===== src/rtl/seq_pkg.sv =====
// rtl/seq_pkg.sv - shared types, helpers and detector test constants for the serial sequence generator
package seq_pkg;

    typedef enum logic [1:0] {
        IDLE  = 2'd0,
        SHIFT = 2'd1,
        DONE  = 2'd2
    } state_t;

    localparam logic [2:0] SEQ_101  = 3'b101;
    localparam logic [3:0] SEQ_1011 = 4'b1011;

    // A length of zero, or one longer than the pattern register, means "send everything".
    function automatic int len_eff(input int len, input int width);
        return ((len == 0) || (len > width)) ? width : len;
    endfunction

endpackage


===== src/rtl/seq_bit_tick.sv =====
// rtl/seq_bit_tick.sv - DIV-cycle down-counter with load/enable and terminal-count output
module seq_bit_tick #(
    parameter  int DIV = 1,
    localparam int CW  = (DIV > 1) ? $clog2(DIV) : 1
) (
    input  logic clk,
    input  logic rst,
    input  logic load,
    input  logic en,
    output logic tc
);

    logic [CW-1:0] cnt;

    // Count down while enabled and reload at terminal count; with DIV=1 the count never leaves 0.
    always_ff @(posedge clk or negedge rst) begin
        if (!rst) begin
            cnt <= '0;
        end else if (load || (en && (cnt == '0))) begin
            cnt <= CW'(DIV - 1);
        end else if (en) begin
            cnt <= cnt - CW'(1);
        end
    end

    assign tc = (cnt == '0);

endmodule


===== src/rtl/serial_seq_gen.sv =====
// rtl/serial_seq_gen.sv - MSB-first serial pattern transmitter with one-shot and repeat modes
module serial_seq_gen
    import seq_pkg::*;
#(
    parameter  int WIDTH = 8,
    parameter  int DIV   = 1,
    localparam int LW    = $clog2(WIDTH + 1)
) (
    input  logic             clk,
    input  logic             rst,
    input  logic             start,
    input  logic [WIDTH-1:0] pattern,
    input  logic [LW-1:0]    len,
    input  logic             rpt,
    output logic             dout,
    output logic             dout_valid,
    output logic             busy,
    output logic             done
);

    state_t             state, state_n;
    logic [WIDTH-1:0]   sr, sr_n;
    logic [WIDTH-1:0]   sh_pat, sh_pat_n;
    logic [LW-1:0]      sh_len, sh_len_n;
    logic [LW-1:0]      bcnt, bcnt_n;
    logic               dout_n, dout_valid_n, busy_n, done_n;
    logic [LW-1:0]      le;
    logic [WIDTH-1:0]   ld;
    logic               tick_load, tick_en, tick_tc;

    seq_bit_tick #(.DIV(DIV)) u_tick (
        .clk  (clk),
        .rst  (rst),
        .load (tick_load),
        .en   (tick_en),
        .tc   (tick_tc)
    );

    // State, shift/shadow registers and all outputs are registered together.
    always_ff @(posedge clk or negedge rst) begin
        if (!rst) begin
            state      <= IDLE;
            sr         <= '0;
            sh_pat     <= '0;
            sh_len     <= '0;
            bcnt       <= '0;
            dout       <= 1'b0;
            dout_valid <= 1'b0;
            busy       <= 1'b0;
            done       <= 1'b0;
        end else begin
            state      <= state_n;
            sr         <= sr_n;
            sh_pat     <= sh_pat_n;
            sh_len     <= sh_len_n;
            bcnt       <= bcnt_n;
            dout       <= dout_n;
            dout_valid <= dout_valid_n;
            busy       <= busy_n;
            done       <= done_n;
        end
    end

    // Next-state logic: the first bit goes out on the load edge, the rest are shifted from sr.
    always_comb begin
        state_n      = state;
        sr_n         = sr;
        sh_pat_n     = sh_pat;
        sh_len_n     = sh_len;
        bcnt_n       = bcnt;
        dout_n       = dout;
        dout_valid_n = dout_valid;
        busy_n       = busy;
        done_n       = 1'b0;
        tick_load    = 1'b0;
        tick_en      = 1'b0;
        ld           = '0;
        le           = LW'(len_eff(int'(len), WIDTH));

        case (state)
            IDLE: begin
                dout_n       = 1'b0;
                dout_valid_n = 1'b0;
                busy_n       = 1'b0;
                if (start) begin
                    sh_pat_n     = pattern;
                    sh_len_n     = le;
                    ld           = pattern << (LW'(WIDTH) - le);
                    dout_n       = ld[WIDTH-1];
                    sr_n         = ld << 1;
                    bcnt_n       = le - LW'(1);
                    dout_valid_n = 1'b1;
                    busy_n       = 1'b1;
                    tick_load    = 1'b1;
                    state_n      = SHIFT;
                end
            end
            SHIFT: begin
                tick_en = 1'b1;
                if (tick_tc) begin
                    if (bcnt != '0) begin
                        dout_n = sr[WIDTH-1];
                        sr_n   = sr << 1;
                        bcnt_n = bcnt - LW'(1);
                    end else if (rpt) begin
                        // Replay from the shadow copy so live pattern/len edits cannot leak in.
                        ld     = sh_pat << (LW'(WIDTH) - sh_len);
                        dout_n = ld[WIDTH-1];
                        sr_n   = ld << 1;
                        bcnt_n = sh_len - LW'(1);
                    end else begin
                        dout_n       = 1'b0;
                        dout_valid_n = 1'b0;
                        busy_n       = 1'b0;
                        done_n       = 1'b1;
                        state_n      = DONE;
                    end
                end
            end
            DONE: begin
                dout_n       = 1'b0;
                dout_valid_n = 1'b0;
                busy_n       = 1'b0;
                state_n      = IDLE;
            end
            default: begin
                sr_n         = '0;
                bcnt_n       = '0;
                dout_n       = 1'b0;
                dout_valid_n = 1'b0;
                busy_n       = 1'b0;
                state_n      = IDLE;
            end
        endcase
    end

endmodule


===== config.mk =====
export PLATFORM = sky130hd
export DESIGN_NAME = serial_seq_gen
export DESIGN_NICKNAME = d
export VERILOG_FILES = /design/src/rtl/seq_pkg.sv /design/src/rtl/seq_bit_tick.sv /design/src/rtl/serial_seq_gen.sv
export SDC_FILE = /design/constraint.sdc
export NUM_CORES = 1
export LEC_CHECK = 0
export ABC_AREA = 1
export CORE_UTILIZATION = 44
export DETAILED_ROUTE_END_ITERATION = 6
export SYNTH_ARGS = -nofsm -noshare
export SYNTH_HDL_FRONTEND = slang
export SYNTH_HIERARCHICAL = 1
export SYNTH_SLANG_ARGS = --single-unit
export TNS_END_PERCENT = 1

===== constraint.sdc =====
create_clock -name clk -period 2.13 [get_ports clk]
set_input_delay 0.639 -clock clk [delete_from_list [all_inputs] [get_ports clk]]
set_output_delay 0.639 -clock clk [all_outputs]
set_load 0.03 [all_outputs]

## Word-level counts from Yosys, hierarchy flattened

Cells that the tools add are included.

- Magnitude comparators: 1
- Div/mod/pow operators: 0
- Add/sub/neg operators: 6
- Mux-type cells: 34
- Bitwise gates (word level): 2
- Equality and inequality tests: 7
- Multiply operators: 0
- Shift-type cells: 2
- Reductions and logical operators: 11

Operator list:

| operator | count |
|---|---|
| $mux 8 | 4 |
| $pmux 8 s3 | 1 |
| $mux 4 | 5 |
| $mux 1 | 16 |
| $shl 8x4->8 | 2 |
| $pmux 4 s3 | 1 |
| $sub 4x1->4 const B | 3 |
| $mux 2 | 4 |
| $ne 2x2->1 const B | 4 |
| $reduce_and 4->1 | 2 |
| $sub 4x4->4 const A | 2 |
| $gt 4x4->1 const B | 1 |
| $logic_not 4->1 | 1 |
| $pmux 1 s2 | 2 |
| $pmux 2 s2 | 1 |
| $reduce_bool 4->1 | 1 |
| $ne 3x3->1 const B | 1 |
| $reduce_and 3->1 | 1 |
| $eq 2x1->1 const B | 1 |
| $eq 2x2->1 const B | 1 |
| $logic_not 2->1 | 1 |
| $logic_or 1x1->1 | 2 |
| $not 1->1 | 2 |
| $reduce_and 2->1 | 1 |
| 3 further kinds | 3 |

- Flip-flop bits (word level): 30
- Latch bits: 0
- Output and inout port bits: 4
- Memory bits (writable): 0
- Bits in read-only memories: 0
- Memories: 0

## Depth between registers and ports, before layout

- Depth after elaboration: 7
- Gate-level depth with buffers: 15
- Depth with buffers taken out: 13

## Modules after synthesis

Netlist, hierarchy kept.

Modules (own cells, without submodules):

| module | cells an instance | area an instance (um^2) | seq. area each (um^2) | times used |
|---|---|---|---|---|
| serial_seq_gen | 314 | 2015.7 | 700.7 | 1 |
| seq_bit_tick | 5 | 42.5 | 25.0 | 1 |

## Least setup slack after synthesis

OpenSTA, ideal clock, no wires.

- Kind: input to register
- Start: in len[3]
- End: reg sr[7]
- Setup time: 116 ps
- Data arrival time: 1967 ps
- Cell stages on the path: 12
- Path slack: 47 ps
- Path through: inv_2 -> nand2_1 -> buf_2 -> ha_1 -> clkbuf_1 -> inv_1 -> o211ai_1 -> nand3_1 -> nand3_1 -> nand2_1 -> nand2_1 -> nand2_1

- Word-level cells in the longest chain between the ends: 7
- Elaborated cells between the ends (all ways): 8
- Classes of those cells: add/sub (1); order compare (1); shift (1); mux (3); reduce/logical (2)

RTL lines:

| what | line | RTL |
|---|---|---|
| from (decl) | serial_seq_gen.sv:13 | `input logic [LW-1:0] len,` |
| $gt 4x4->1 or $logic_not 4->1 (tied branches) | seq_pkg.sv:15 | `return ((len == 0) \|\| (len > width)) ? width : len;` |
| $logic_or 1x1->1 | seq_pkg.sv:15 |  |
| $mux 4 * | seq_pkg.sv:15 |  |
| $sub 4x4->4 * | serial_seq_gen.sv:88 | `ld = pattern << (LW'(WIDTH) - le);` |
| $shl 8x4->8 * | serial_seq_gen.sv:88 |  |
| $mux 8 * | serial_seq_gen.sv:85 | `if (start) begin` |
| $pmux 8 s3 * | serial_seq_gen.sv:80 | `case (state)` |
| to (signal assigned) | serial_seq_gen.sv:53 | `sr <= sr_n;` |
| to (decl) | serial_seq_gen.sv:22 | `logic [WIDTH-1:0] sr, sr_n;` |

Every way passes the cells marked *; elsewhere a longest branch is shown, timed or not. The select of a mux whose other input is x is not followed.
A chain may end at the register's enable or synchronous reset.

## Worst setup path after layout

- Start: in len[3]
- End: reg sr[6]

The elaborated chain is that of the path after synthesis.

==> flow_summary_export.csv <==
group,metric,value,unit
route,vias,1997,
clock_tree,htreeDepth,2,
timing,period_share,94.64,%
timing,hold_viol,0,
power,pwr-share-comb,56.7,%
layout,final_cell_area,0.002472,mm2
place,hpwl,3940,um
power,p_int,1.763,mW
power,worst_ir_drop_vdd,0.5020,mV
power,pwr-share-clk,13.6,%
route,dr.first_iter.drc_count,72,
hold_path,worstHoldPathType,"flip-flop to flip-flop",
layout,layout-drive-gt1-share,13.18,%
setup_path,cp-startpoint,"len[3]",
power,seq_power_share,29.8,%
setup_path,critPathLaunchType,"input pin",
setup_path,end_kind,"flip-flop",
place,io_buffers,19,
setup_path,crit_required,2.35,ns
floorplan,fp.dieW,70.40,um
floorplan,start_util,46.63,%
setup_path,r2r-start,"sh_len[0]",
layout,register_area,725.7,um2
layout,multi_input_area,0.001141,mm2
layout,nets,368,
floorplan,die_y,70.40,um
logic_synthesis,synth-seq-cells,29,
power,p_switching,1.587,mW
route,routedWlPerCell,12.62,um
timing,hold_slack,0.4810,ns
power,total_power,3.349,mW
route,first_pass_iters,4,
logic_synthesis,synth.distinct_cells,30,
logic_synthesis,yosysWarnings,6,
layout,areaGrowthSynthToFinish,20.12,%
route,avgViaCountPerCell,4.980,
clock_tree,clk_pin_slew,0.06,ns
timing,setup_ws,0.1142,ns
floorplan,rows,24,
job,drv_cap,0,
grt,grt-ovfl-total,0,
logic_synthesis,ys_seq_area_share,35.26,%
grt,first_global_vias,1947,
logic_synthesis,ys.flop_type,"dfrtp_1",
timing,fin_skew,0.004903,ns
route,postRouteAntennaNets,0,
route,wirelength,5062,um
place,place.gp.congestion,0.8486,
place,pre_cts_slack,-0.3291,ns
logic_synthesis,syn_area_per_cell,6.452,um2
layout,mostFrequentLayoutCell,"nand2_1",
status,status,"finished clean",
power,p_leak,1.305,nW
timing,setup_viol,0,
timing,timing.fmax,0.4961,GHz
layout,fin_util,56.01,%
clock_tree,cts_sinks,29,
grt,antenna_found_initial,0,
floorplan,dieArea,0.004955,mm2
grt,grt_pass1_wl,8542,um
layout,fillers,463,
layout,insertedDiodeCount,0,
floorplan,io_pins,20,
power,swShare,47.37,%
timing,tightest_slew,0.3821,ns
timing,rsz0062_at_grt,"yes",
clock_tree,cts_hold_buf,0,
logic_synthesis,syn-instance-count,319,
clock_tree,ctsLongestPathBuffers,2,
logic_synthesis,synthArstFlopShare,100.0,%
setup_path,crit_arrival,2.24,ns
route,post-route-drc-count,0,
timing,slew_headroom,74.52,%
place,place_area,0.002351,mm2
clock_tree,cts_tree,"built",
clock_tree,cts_buffers,5,
timing,period_minus_slack,2.016,ns
clock_tree,clock_tree.root_cell,"clkbuf_8",
timing,drv_slew,0,
grt,grt_max_degree,30,
logic_synthesis,syn_area,0.002058,mm2
grt,grtUsageTotal,22.23,%
layout,layout_common_cells,"nand2_1, nand3_1, dfrtp_1",
power,cellPowerDensity,1355,mW/mm2
setup_path,crit_path_max_fanout,20,
logic_synthesis,syn_nets,338,
hold_path,min_from,"sr[6]",
logic_synthesis,synth_edf_count,0,
floorplan,core_area,0.004414,mm2
setup_path,path_class,"input pin to flip-flop",
clock_tree,clk_latency,0.28,ns
-- worst max-delay path, cell delays in order --
cell and delay (ns):
clkdlybuf4s50_1 0.51, inv_2 0.05, nand2_1 0.15, buf_6 0.21, nand2_1 0.06, o21ai_1 0.14, nand2_1 0.10, a21oi_1 0.15
nand2_1 0.07, nand2_1 0.07, nand2_1 0.04, nand2_1 0.05
-- worst paths after layout --
kind | to | slack (ns) | depth (start not counted)
worst max-delay path | sr[6] | 0.11 | 12
worst min-delay path | sr[6] | 0.48 | 2
worst max register to register | dout | 0.34 | 12
worst min register to register | sr[6] | 0.48 | 2
max in group asynchronous | done | 1.10 | 2
min in group asynchronous | sh_len[2] | 0.75 | 2
-- cell usage after synthesis (all sizes together) (2+ instances only) --
library cell / count / area [um2]
nor2: 26 / 121.4
a31oi: 2 / 18.77
nand4: 3 / 18.77
dfrtp: 29 / 725.7
nand2: 132 / 505.5
ha: 3 / 37.54
o211ai: 5 / 37.54
xnor2: 2 / 25.03
nand3: 40 / 205.2
a21oi: 5 / 28.78
o21ai: 20 / 100.1
buf: 10 / 63.81
inv: 38 / 147.6
-- routing by layer --
metal  share of wire [%]  wire [um]  track usage [%]  up-vias
met2                  47       2378            37.14       35
met4                0.55         28            8.444        0
met1                  49       2491            27.71      892
li1                    -          -                -     1068
met5                   0          0                0        -
met3                 3.2        163            5.051        2
-- what timing repair did --
item,in CTS,in global routing
resized for setup,2,6
endpoints found under the hold margin,0,0
endpoints found under the setup margin,7,11
buffers inserted,0,1
pin swaps,1,0
-- state kept, by name (all words and copies together) (netlist names) --
signal / cells
dout: 1
done: 1
u_tick/cnt: 1
bcnt: 4
state: 2
busy: 1
sh_pat: 8
sh_len: 4
sr: 7
-- area by class of cell --
type / count / share of cell area [%]
multi-input cells: 241 / 46.15
flip-flops and latches: 29 / 29.35
repair buffers: 34 / 12.40
clock buffers: 7 / 3.492
inverters: 38 / 5.972
well taps: 52 / 2.632
-- per-stage QoR --
stage	instances	TNS, ns
CTS	400	0
finish	401	0
global placement	393	-2.858
global route	401	-0.05272
floorplan	319	0
detailed placement	393	-3.129
-- cells by family (layout without fill, tap and decap cells) --
group,after synthesis,after routing,synth area share [%]
DFF,29,29,35.26
adders and majority gates,3,3,1.824
buffers and inverters,49,79,10.46
xor gates and xnor gates,2,2,1.216
AOI/OAI and AO/OA,33,33,9.362
and+or+nand+nor,203,203,41.89
-- power by group through the flow --
stage | clock network [mW] | registers [mW] | logic (mW)
finish | 0.455 | 0.997 | 1.90
global route | 0.482 | 1.03 | 2.18
CTS | 0.461 | 0.999 | 1.89
detailed placement | 0 | 1.01 | 1.88
global placement | 0 | 1.01 | 1.85
floorplan | 0 | 0.966 | 1.44
No activity file was read; power rests on OpenSTA's default activity.
